## config.mk

```make
export PLATFORM = sky130hd
export DESIGN_NAME = keyboard_scanner
export DESIGN_NICKNAME = d
export VERILOG_FILES = /design/src/rtl/keyboard_pkg.sv /design/src/rtl/keyboard_debounce.sv /design/src/rtl/keyboard_scanner.sv
export SDC_FILE = /design/constraint.sdc
export NUM_CORES = 1
export LEC_CHECK = 0
export ABC_AREA = 1
export CORE_MARGIN = 10
export CORE_UTILIZATION = 60
export DETAILED_ROUTE_END_ITERATION = 10
export MAX_ROUTING_LAYER = met4
export PLACE_DENSITY = 0.83
export SLEW_MARGIN = 20
export SYNTH_ARGS = -nofsm -noshare
export SYNTH_HDL_FRONTEND = slang
export SYNTH_HIERARCHICAL = 1
export SYNTH_SLANG_ARGS = --single-unit
export TNS_END_PERCENT = 10
```

## constraint.sdc

```tcl
create_clock -name clk -period 15.16 [get_ports clk]
set_input_delay 2.274 -clock clk [delete_from_list [all_inputs] [get_ports clk]]
set_output_delay 2.274 -clock clk [all_outputs]
set_load 0.03 [all_outputs]
```

## src/rtl/keyboard_pkg.sv

```systemverilog
// Shared definitions for the Model 100 key-matrix scanner: FSM states and
// scancode field layout.
package keyboard_pkg;

    typedef enum logic [2:0] {
        ST_IDLE,
        ST_PAUSE,
        ST_TURN,
        ST_DRIVE,
        ST_SAMPLE,
        ST_RESTORE,
        ST_WALK
    } state_e;

    localparam int MAKE_BIT = 7;
    localparam int COL_MSB  = 6;
    localparam int COL_LSB  = 3;
    localparam int ROW_MSB  = 2;
    localparam int ROW_LSB  = 0;

    localparam int MAX_COLS = 16;
    localparam int KEY_W    = 7;   // enough to index MAX_COLS * 8 keys
    localparam int DB_CNT_W = 4;   // holds DEBOUNCE_SCANS up to 15

endpackage

```

## src/rtl/keyboard_debounce.sv

```systemverilog
// Per-key debounce state: one stable bit and one scan counter per key,
// updated for the single key selected by k when en is high.
module keyboard_debounce
    import keyboard_pkg::*;
#(
    parameter int NUM_KEYS       = 72,
    parameter int DEBOUNCE_SCANS = 3,
    localparam int KW            = $clog2(NUM_KEYS)
) (
    input  logic          clk,
    input  logic          reset,
    input  logic          en,
    input  logic [KW-1:0] k,
    input  logic          raw,
    output logic          change,
    output logic          new_state
);

    localparam logic [DB_CNT_W-1:0] LIMIT = DB_CNT_W'(DEBOUNCE_SCANS);

    logic [NUM_KEYS-1:0]                stable_q, stable_d;
    logic [NUM_KEYS-1:0][DB_CNT_W-1:0]  cnt_q, cnt_d;
    logic [DB_CNT_W-1:0]                cnt_inc;

    always_comb begin
        stable_d  = stable_q;
        cnt_d     = cnt_q;
        change    = 1'b0;
        new_state = raw;
        cnt_inc   = cnt_q[k] + DB_CNT_W'(1);
        if (en) begin
            if (raw == stable_q[k]) begin
                cnt_d[k] = '0;
            end else if (cnt_inc == LIMIT) begin
                stable_d[k] = raw;
                cnt_d[k]    = '0;
                change      = 1'b1;
            end else begin
                cnt_d[k] = cnt_inc;
            end
        end
    end

    always_ff @(posedge clk or posedge reset) begin
        if (reset) begin
            stable_q <= '0;
            cnt_q    <= '0;
        end else begin
            stable_q <= stable_d;
            cnt_q    <= cnt_d;
        end
    end

endmodule

```

## src/rtl/keyboard_scanner.sv

```systemverilog
// Key-matrix scanner sharing the LCD data pins: borrows the bus, strobes each
// column, then walks every key through the debouncer and emits scancodes.
module keyboard_scanner
    import keyboard_pkg::*;
#(
    parameter int NUM_COLS       = 9,
    parameter int SCAN_INTERVAL  = 48000,
    parameter int TURNAROUND     = 16,
    parameter int SETTLE         = 500,
    parameter int DEBOUNCE_SCANS = 3
) (
    input  logic                clk,
    input  logic                reset,
    output logic                lcd_pause,
    input  logic                lcd_idle,
    output logic                bus_output_enable,
    output logic                col_select,
    output logic [NUM_COLS-1:0] col_drive,
    input  logic [7:0]          row_in,
    output logic                event_valid,
    input  logic                event_ready,
    output logic [7:0]          event_code
);

    localparam int NUM_KEYS = NUM_COLS * 8;
    localparam int KW       = $clog2(NUM_KEYS);
    localparam int TMR_MAX1 = (SCAN_INTERVAL > SETTLE) ? SCAN_INTERVAL : SETTLE;
    localparam int TMR_MAX  = (TMR_MAX1 > TURNAROUND) ? TMR_MAX1 : TURNAROUND;
    localparam int TW       = $clog2(TMR_MAX + 1);

    localparam logic [TW-1:0]    IDLE_LAST   = TW'(SCAN_INTERVAL - 1);
    localparam logic [TW-1:0]    TURN_LAST   = TW'(TURNAROUND - 1);
    localparam logic [TW-1:0]    SETTLE_LAST = TW'(SETTLE - 1);
    localparam logic [3:0]       COL_LAST    = 4'(NUM_COLS - 1);
    localparam logic [KEY_W-1:0] KEY_LAST    = KEY_W'(NUM_KEYS - 1);

    state_e              state_q, state_d;
    logic [TW-1:0]       tmr_q, tmr_d;
    logic [3:0]          col_q, col_d;
    logic [KEY_W-1:0]    key_q, key_d;
    logic [NUM_KEYS-1:0] raw_q, raw_d;
    logic                event_valid_q, event_valid_d;
    logic [7:0]          event_code_q, event_code_d;
    logic                walk_en;
    logic                key_change;
    logic                key_state;

    // The walk only advances when no scancode is stuck waiting for the consumer.
    assign walk_en = (state_q == ST_WALK) && (!event_valid_q || event_ready);

    keyboard_debounce #(
        .NUM_KEYS       (NUM_KEYS),
        .DEBOUNCE_SCANS (DEBOUNCE_SCANS)
    ) u_debounce (
        .clk       (clk),
        .reset     (reset),
        .en        (walk_en),
        .k         (key_q[KW-1:0]),
        .raw       (raw_q[key_q[KW-1:0]]),
        .change    (key_change),
        .new_state (key_state)
    );

    always_ff @(posedge clk or posedge reset) begin
        if (reset) begin
            state_q <= ST_IDLE;
        end else begin
            state_q <= state_d;
        end
    end

    always_comb begin
        state_d = state_q;
        tmr_d   = tmr_q + TW'(1);
        col_d   = col_q;
        key_d   = key_q;
        case (state_q)
            ST_IDLE: begin
                if (tmr_q == IDLE_LAST) begin
                    state_d = ST_PAUSE;
                    tmr_d   = '0;
                end
            end
            ST_PAUSE: begin
                tmr_d = '0;
                if (lcd_idle) begin
                    state_d = ST_TURN;
                end
            end
            ST_TURN: begin
                if (tmr_q == TURN_LAST) begin
                    state_d = ST_DRIVE;
                    tmr_d   = '0;
                    col_d   = '0;
                end
            end
            ST_DRIVE: begin
                if (tmr_q == SETTLE_LAST) begin
                    state_d = ST_SAMPLE;
                    tmr_d   = '0;
                end
            end
            ST_SAMPLE: begin
                tmr_d = '0;
                if (col_q == COL_LAST) begin
                    state_d = ST_RESTORE;
                end else begin
                    col_d   = col_q + 4'd1;
                    state_d = ST_DRIVE;
                end
            end
            ST_RESTORE: begin
                tmr_d   = '0;
                key_d   = '0;
                state_d = ST_WALK;
            end
            ST_WALK: begin
                tmr_d = '0;
                if (walk_en) begin
                    if (key_q == KEY_LAST) begin
                        state_d = ST_IDLE;
                    end else begin
                        key_d = key_q + KEY_W'(1);
                    end
                end
            end
            default: begin
                state_d = ST_IDLE;
                tmr_d   = '0;
            end
        endcase
    end

    always_comb begin
        raw_d = raw_q;
        if (state_q == ST_SAMPLE) begin
            raw_d[{col_q, 3'b000} +: 8] = ~row_in;
        end
        event_valid_d = event_valid_q;
        event_code_d  = event_code_q;
        if (event_valid_q && event_ready) begin
            event_valid_d = 1'b0;
        end
        if (key_change) begin
            event_valid_d                   = 1'b1;
            event_code_d[MAKE_BIT]          = key_state;
            event_code_d[COL_MSB:COL_LSB]   = key_q[6:3];
            event_code_d[ROW_MSB:ROW_LSB]   = key_q[2:0];
        end
    end

    always_ff @(posedge clk or posedge reset) begin
        if (reset) begin
            tmr_q         <= '0;
            col_q         <= '0;
            key_q         <= '0;
            event_valid_q <= 1'b0;
            event_code_q  <= '0;
        end else begin
            tmr_q         <= tmr_d;
            col_q         <= col_d;
            key_q         <= key_d;
            event_valid_q <= event_valid_d;
            event_code_q  <= event_code_d;
        end
    end

    // Row samples are only read after a full column sweep, so they need no reset.
    always_ff @(posedge clk) begin
        raw_q <= raw_d;
    end

    always_comb begin
        lcd_pause         = 1'b0;
        bus_output_enable = 1'b1;
        col_select        = 1'b0;
        col_drive         = '1;
        case (state_q)
            ST_PAUSE: begin
                lcd_pause = 1'b1;
            end
            ST_TURN: begin
                lcd_pause         = 1'b1;
                bus_output_enable = 1'b0;
                col_select        = 1'b1;
            end
            ST_DRIVE, ST_SAMPLE: begin
                lcd_pause         = 1'b1;
                bus_output_enable = 1'b0;
                col_select        = 1'b1;
                col_drive         = ~(NUM_COLS'(1) << col_q);
            end
            default: begin
            end
        endcase
    end

    assign event_valid = event_valid_q;
    assign event_code  = event_code_q;

endmodule

```

; ---- Yosys cells after proc, flatten, opt, wreduce, memory -nomap -nowiden
; Index checks and enable logic that the tools add are counted.
; Widths: inputs -> output; s select.
[totals]
input_bits = 12
register_bits = 471
[classes]
shifts = 3
n_reduce_logical = 16
mux = 42
eq_ne = 21
bitwise_logic = 5
n_addsub = 5
order_cmp = 2
[op_table]
columns = operator, n
row1 = $mux 288, 2
row2 = $and 288x288->288, 1
row3 = $bwmux 288, 1
row4 = $not 288->288, 1
row5 = $bwmux 72, 2
row6 = $shift 8x9->72 const A, 1
row7 = $shiftx 8x9->72, 1
row8 = $mux 16, 3
row9 = $pmux 16 s3, 1
row10 = $bmux 4 s7, 1
row11 = $demux 4 s7, 1
row12 = $mux 3, 7
row13 = $pmux 3 s7, 1
row14 = $add 16x1->16 const B, 1
row15 = $eq 16x16->1 const B, 1
row16 = $eq 16x4->1 const B, 1
row17 = $eq 16x9->1 const B, 1
row18 = $mux 4, 4
row19 = $bmux 1 s7, 2
row20 = $mux 7, 2
row21 = $pmux 7 s2, 1
row22 = $ne 2x2->1 const B, 6
row23 = $mux 1, 11
row24 = $eq 3x3->1 const B, 3
row25 = other kinds (29), 38

; ---- Longest topological paths before layout
[logic_depth]
ltp_word = 8
mapped_depth = 26

; ---- Hierarchy
; The synthesis kept the hierarchy.
[modules_own_cells]
columns = mod, instances, area_per_inst_um2, cells_per_inst
row1 = keyboard_debounce, 1, 25256.7, 4410
row2 = keyboard_scanner, 1, 6092.1, 735

; ---- Least setup slack after synthesis
; OpenSTA, ideal clock, no wires.
[synth_timing]
path_kind = in2reg
start = input event_ready
end = register event_code_q[2] (netlist: event_code[2])
t_arrival_ns = 3.837
path_stages = 10
slack_ns = 11.188
required_ns = 15.025
cell_sequence = nor2_1 > nor2_1 > clkbuf_1 > inv_1 > nor3_4 > buf_2 > inv_1 > clkbuf_1 > nand2_1 > o21ai_0
[synth_via]
elab_chain_cells = 3
[synth_lines]
columns = element, line_no
row1 = start: declaration, keyboard_scanner.sv:21  ; input logic event_ready,
row2 = $logic_or 1x1->1, keyboard_scanner.sv:49  ; assign walk_en = (state_q == ST_WALK) && (!event_valid_q || event_ready);
row3 = $logic_and 1x1->1, keyboard_scanner.sv:49
row4 = named net walk_en, keyboard_scanner.sv:44  ; logic walk_en;
row5 = $mux 1, keyboard_debounce.sv:31  ; if (en) begin
row6 = end signal: assignment, keyboard_scanner.sv:164  ; event_code_q <= event_code_d;
row7 = end: declaration, keyboard_scanner.sv:43  ; logic [7:0] event_code_q, event_code_d;
; The timed path passes the listed nets, and every way through them passes these cells.
; A chain may end at the register's enable or synchronous reset.

; ---- Final worst setup path
[layout_timing]
start = register key_q[1]
end = register u_debounce/cnt_q[138] in the netlist's numbering
[layout_via]
elab_chain_cells = 8
elab_cells_between_ends = 19
classes_between = 1 x add/sub / 2 x order compare / 2 x eq/ne / 11 x mux / 2 x bitwise / 1 x reduce/logical
[layout_lines]
columns = element, line_no
row1 = start: declaration, keyboard_scanner.sv:40  ; logic [KEY_W-1:0] key_q, key_d;
row2 = start signal: assignment, keyboard_scanner.sv:162  ; key_q <= key_d;
row3 = branches (longest 7 deep; another with $add 4x1->4), -
row4 = $mux 288 (*), keyboard_debounce.sv:32  ; if (raw == stable_q[k]) begin
row5 = end signal: assignment, keyboard_debounce.sv:50  ; cnt_q <= cnt_d;
row6 = end: declaration, keyboard_debounce.sv:22  ; logic [NUM_KEYS-1:0][DB_CNT_W-1:0] cnt_q, cnt_d;
; Every way passes the cells marked *. The select of a mux whose other input is x is not followed.

==> metrics.csv <==
metric,value,unit
synth.largest_area_cell,dfrtp_1,
vdd_ir_drop_max,93.0,uV
required,15.72,ns
place_congestion,0.954,
root_buffer,clkbuf_16,
io-pin-count,33,
grt_pass1_vias,29558,
fin_util,0.651,
critical_path_peak_fanout,112,
slew_headroom,0.181,
setup_viol,0,
initial_core_util,0.609,
worst_pin_slew,1.23,ns
synth_edf_count,72,
leakage,17.6,nW
n_antenna_cell,0,
drive_gt1_frac,0.0482,
rsz0062_at_grt,false,
portBuffers,32,
fmax,0.154,GHz
rrSetupSlack,8.68,ns
timing.final.crit_share,0.427,
clk_latency,0.64,ns
final_nets,5069,
holdBufCountCts,0,
antenna_found_initial,0,
layout_common_cells,"nand2_1, nor2_1, nand3_1",
via_per_inst,5.60,
synth_warnings,6,
synthTopCellsByArea,"dfrtp_1, nand2_1, nand3_1",
hold_viol,0,
wl,95.1,mm
final_cell_area,0.0335,mm2
finClkSkew,0.0320,ns
drt_iter0_markers,3951,
post_cts_buffers,0,
slew_viol_final,0,
rows,83,
ant_nets,0,
grt-ovfl-total,0,
routed-via-count,32304,
syn_inst,5145,
cts_tree,done,
cts_buffer_depth,3,
synth_top_area_frac,0.318,
critPathCaptureType,flop,
route.detailed.drc,0,
grt_pass1_wl,153,mm
die_y,249,um
min_period,6.48,ns
clk_pin_slew_worst_paths,0.07,ns
die-area,0.0618,mm2
cts_max_level,2,
clock-sinks,471,
cts_made_buffers,53,
worstSetupPathType,reg2reg,
post_synth_num_cell_types,44,
outcome,completed,
area_growth,6.98,%
worst_hold_path_type,reg2reg,
avgSynthCellArea,6.09,um2
syn_nets,5170,
ctsResizeCount,0,
grt_max_degree,181,
yosys_register_bits,471,
critPathLaunchType,flop,
n_fill_cell,4702,
syn_area,0.0313,mm2
core_area,0.0515,mm2
final_common_cell,nand2_1,
tns,0,ns
p_per_area,79.0,mW/mm2
grt_usage,0.304,
crit_arrival,7.03,ns
routedWlPerCell,16.5,um
firstDrtPassIters,7,
holdWs,0.479,ns
chipWidth,249,um
dp_hpwl,57.0,mm
yosysSeqAreaShare,0.387,
postPlaceCellArea,0.0318,mm2
synth-main-ff-cell,dfrtp_1,
async_flop_share,0.847,
drv_cap,0,
-- through the flow --
step | setup WS, ns | total power [mW] | cells
6_report | 8.68 | 2.65 | 5766
5_1_grt | 8.26 | 2.72 | 5766
4_1_cts | 8.89 | 2.66 | 5766
3_5_place_dp | 8.88 | 1.34 | 5669
3_3_place_gp | 9.00 | 1.34 | 5669
2_1_floorplan | 2.90 | 1.33 | 5145
-- kinds of logic after synthesis --
logic type / after synthesis / synth area share
AND/OR/NAND/NOR: 3680 / 0.468
flip-flops: 471 / 0.387
XOR/XNOR: 12 / 0.00335
adder cells (fa/ha/maj): 13 / 0.00519
buffers and inverters: 773 / 0.101
AO/OA/AOI/OAI: 196 / 0.0356
-- registers in the layout (all words and copies together) (netlist names) --
signal	count
u_debounce/stable_q	72
event_code	8
col_q	4
raw_q	72
event_valid	1
state_q	3
key_q	7
u_debounce/cnt_q	288
tmr_q	16
-- area by class of cell --
cell class / count / area (um2) / share of cell area
Clock buffer: 70 / 1490 / 0.0445
Clock inverter: 27 / 282 / 0.00839
Inverter: 556 / 2100 / 0.0627
Multi-Input combinational cell: 3901 / 16100 / 0.480
Sequential cell: 471 / 12200 / 0.362
Tap cell: 680 / 851 / 0.0254
Timing Repair Buffer: 61 / 563 / 0.0168
-- routing by layer --
metal,part of all wire,wire [um],GRT usage,up-vias
met4,0.049,4630,0.143,0
met3,0.11,10500,0.0548,339
met2,0.45,42700,0.472,1852
met1,0.39,37300,0.381,14613
li1,-,-,-,15500
met5,0,0,-,-
-- worst max-delay path, cell delays in order, from the launching register on --
cell	delay (ns)
dfrtp_2	0.65
buf_4	0.70
inv_2	0.40
nand3_1	0.20
nand3_1	0.12
nand2_1	0.10
nand2_1	0.06
nand3_1	0.14
nand2_1	0.08
nand2_1	0.06
nand3_1	0.08
nand2_2	0.07
buf_4	0.62
nand2_1	0.21
nand2_4	0.48
inv_4	0.27
nand2_8	0.57
buf_4	0.89
nand2_1	0.10
nand2_1	0.10
nand2_1	0.05
nand2_1	0.07
-- where the power goes --
part / total [mW] / switching (mW) / internal, mW
Clock: 1.33 / 0.570 / 0.762
Sequential: 1.28 / 0.000723 / 1.28
Combinational: 0.0338 / 0.0278 / 0.00601
Total: 2.65 / 0.598 / 2.05
-- Yosys cell counts, types with 7 or more instances --
cell	count
dfrtp_1	399
nand2_1	2560
nor2_1	584
nor2_2	9
buf_2	108
buf_4	22
edfxtp_1	72
nand3_1	470
o211ai_1	37
nand2_2	7
xor2_1	12
buf_1	44
nand4_1	21
nor3_1	8
ha_1	13
inv_2	86
clkbuf_1	38
o21ai_0	90
o21ai_1	38
inv_1	464
a21oi_1	14
-- final timing paths --
kind,from,end,depth (start not counted)
worst max-delay path,key_q[1],u_debounce/cnt_q[138],21
worst min register to register,u_debounce/cnt_q[134],u_debounce/cnt_q[134],2
max in group asynchronous,reset,u_debounce/cnt_q[241],4
worst min-delay path,u_debounce/cnt_q[134],u_debounce/cnt_q[134],2
min in group asynchronous,reset,u_debounce/cnt_q[141],2
worst max register to register,key_q[1],u_debounce/cnt_q[138],21
Note: power is estimated with default switching activity, not from simulation.
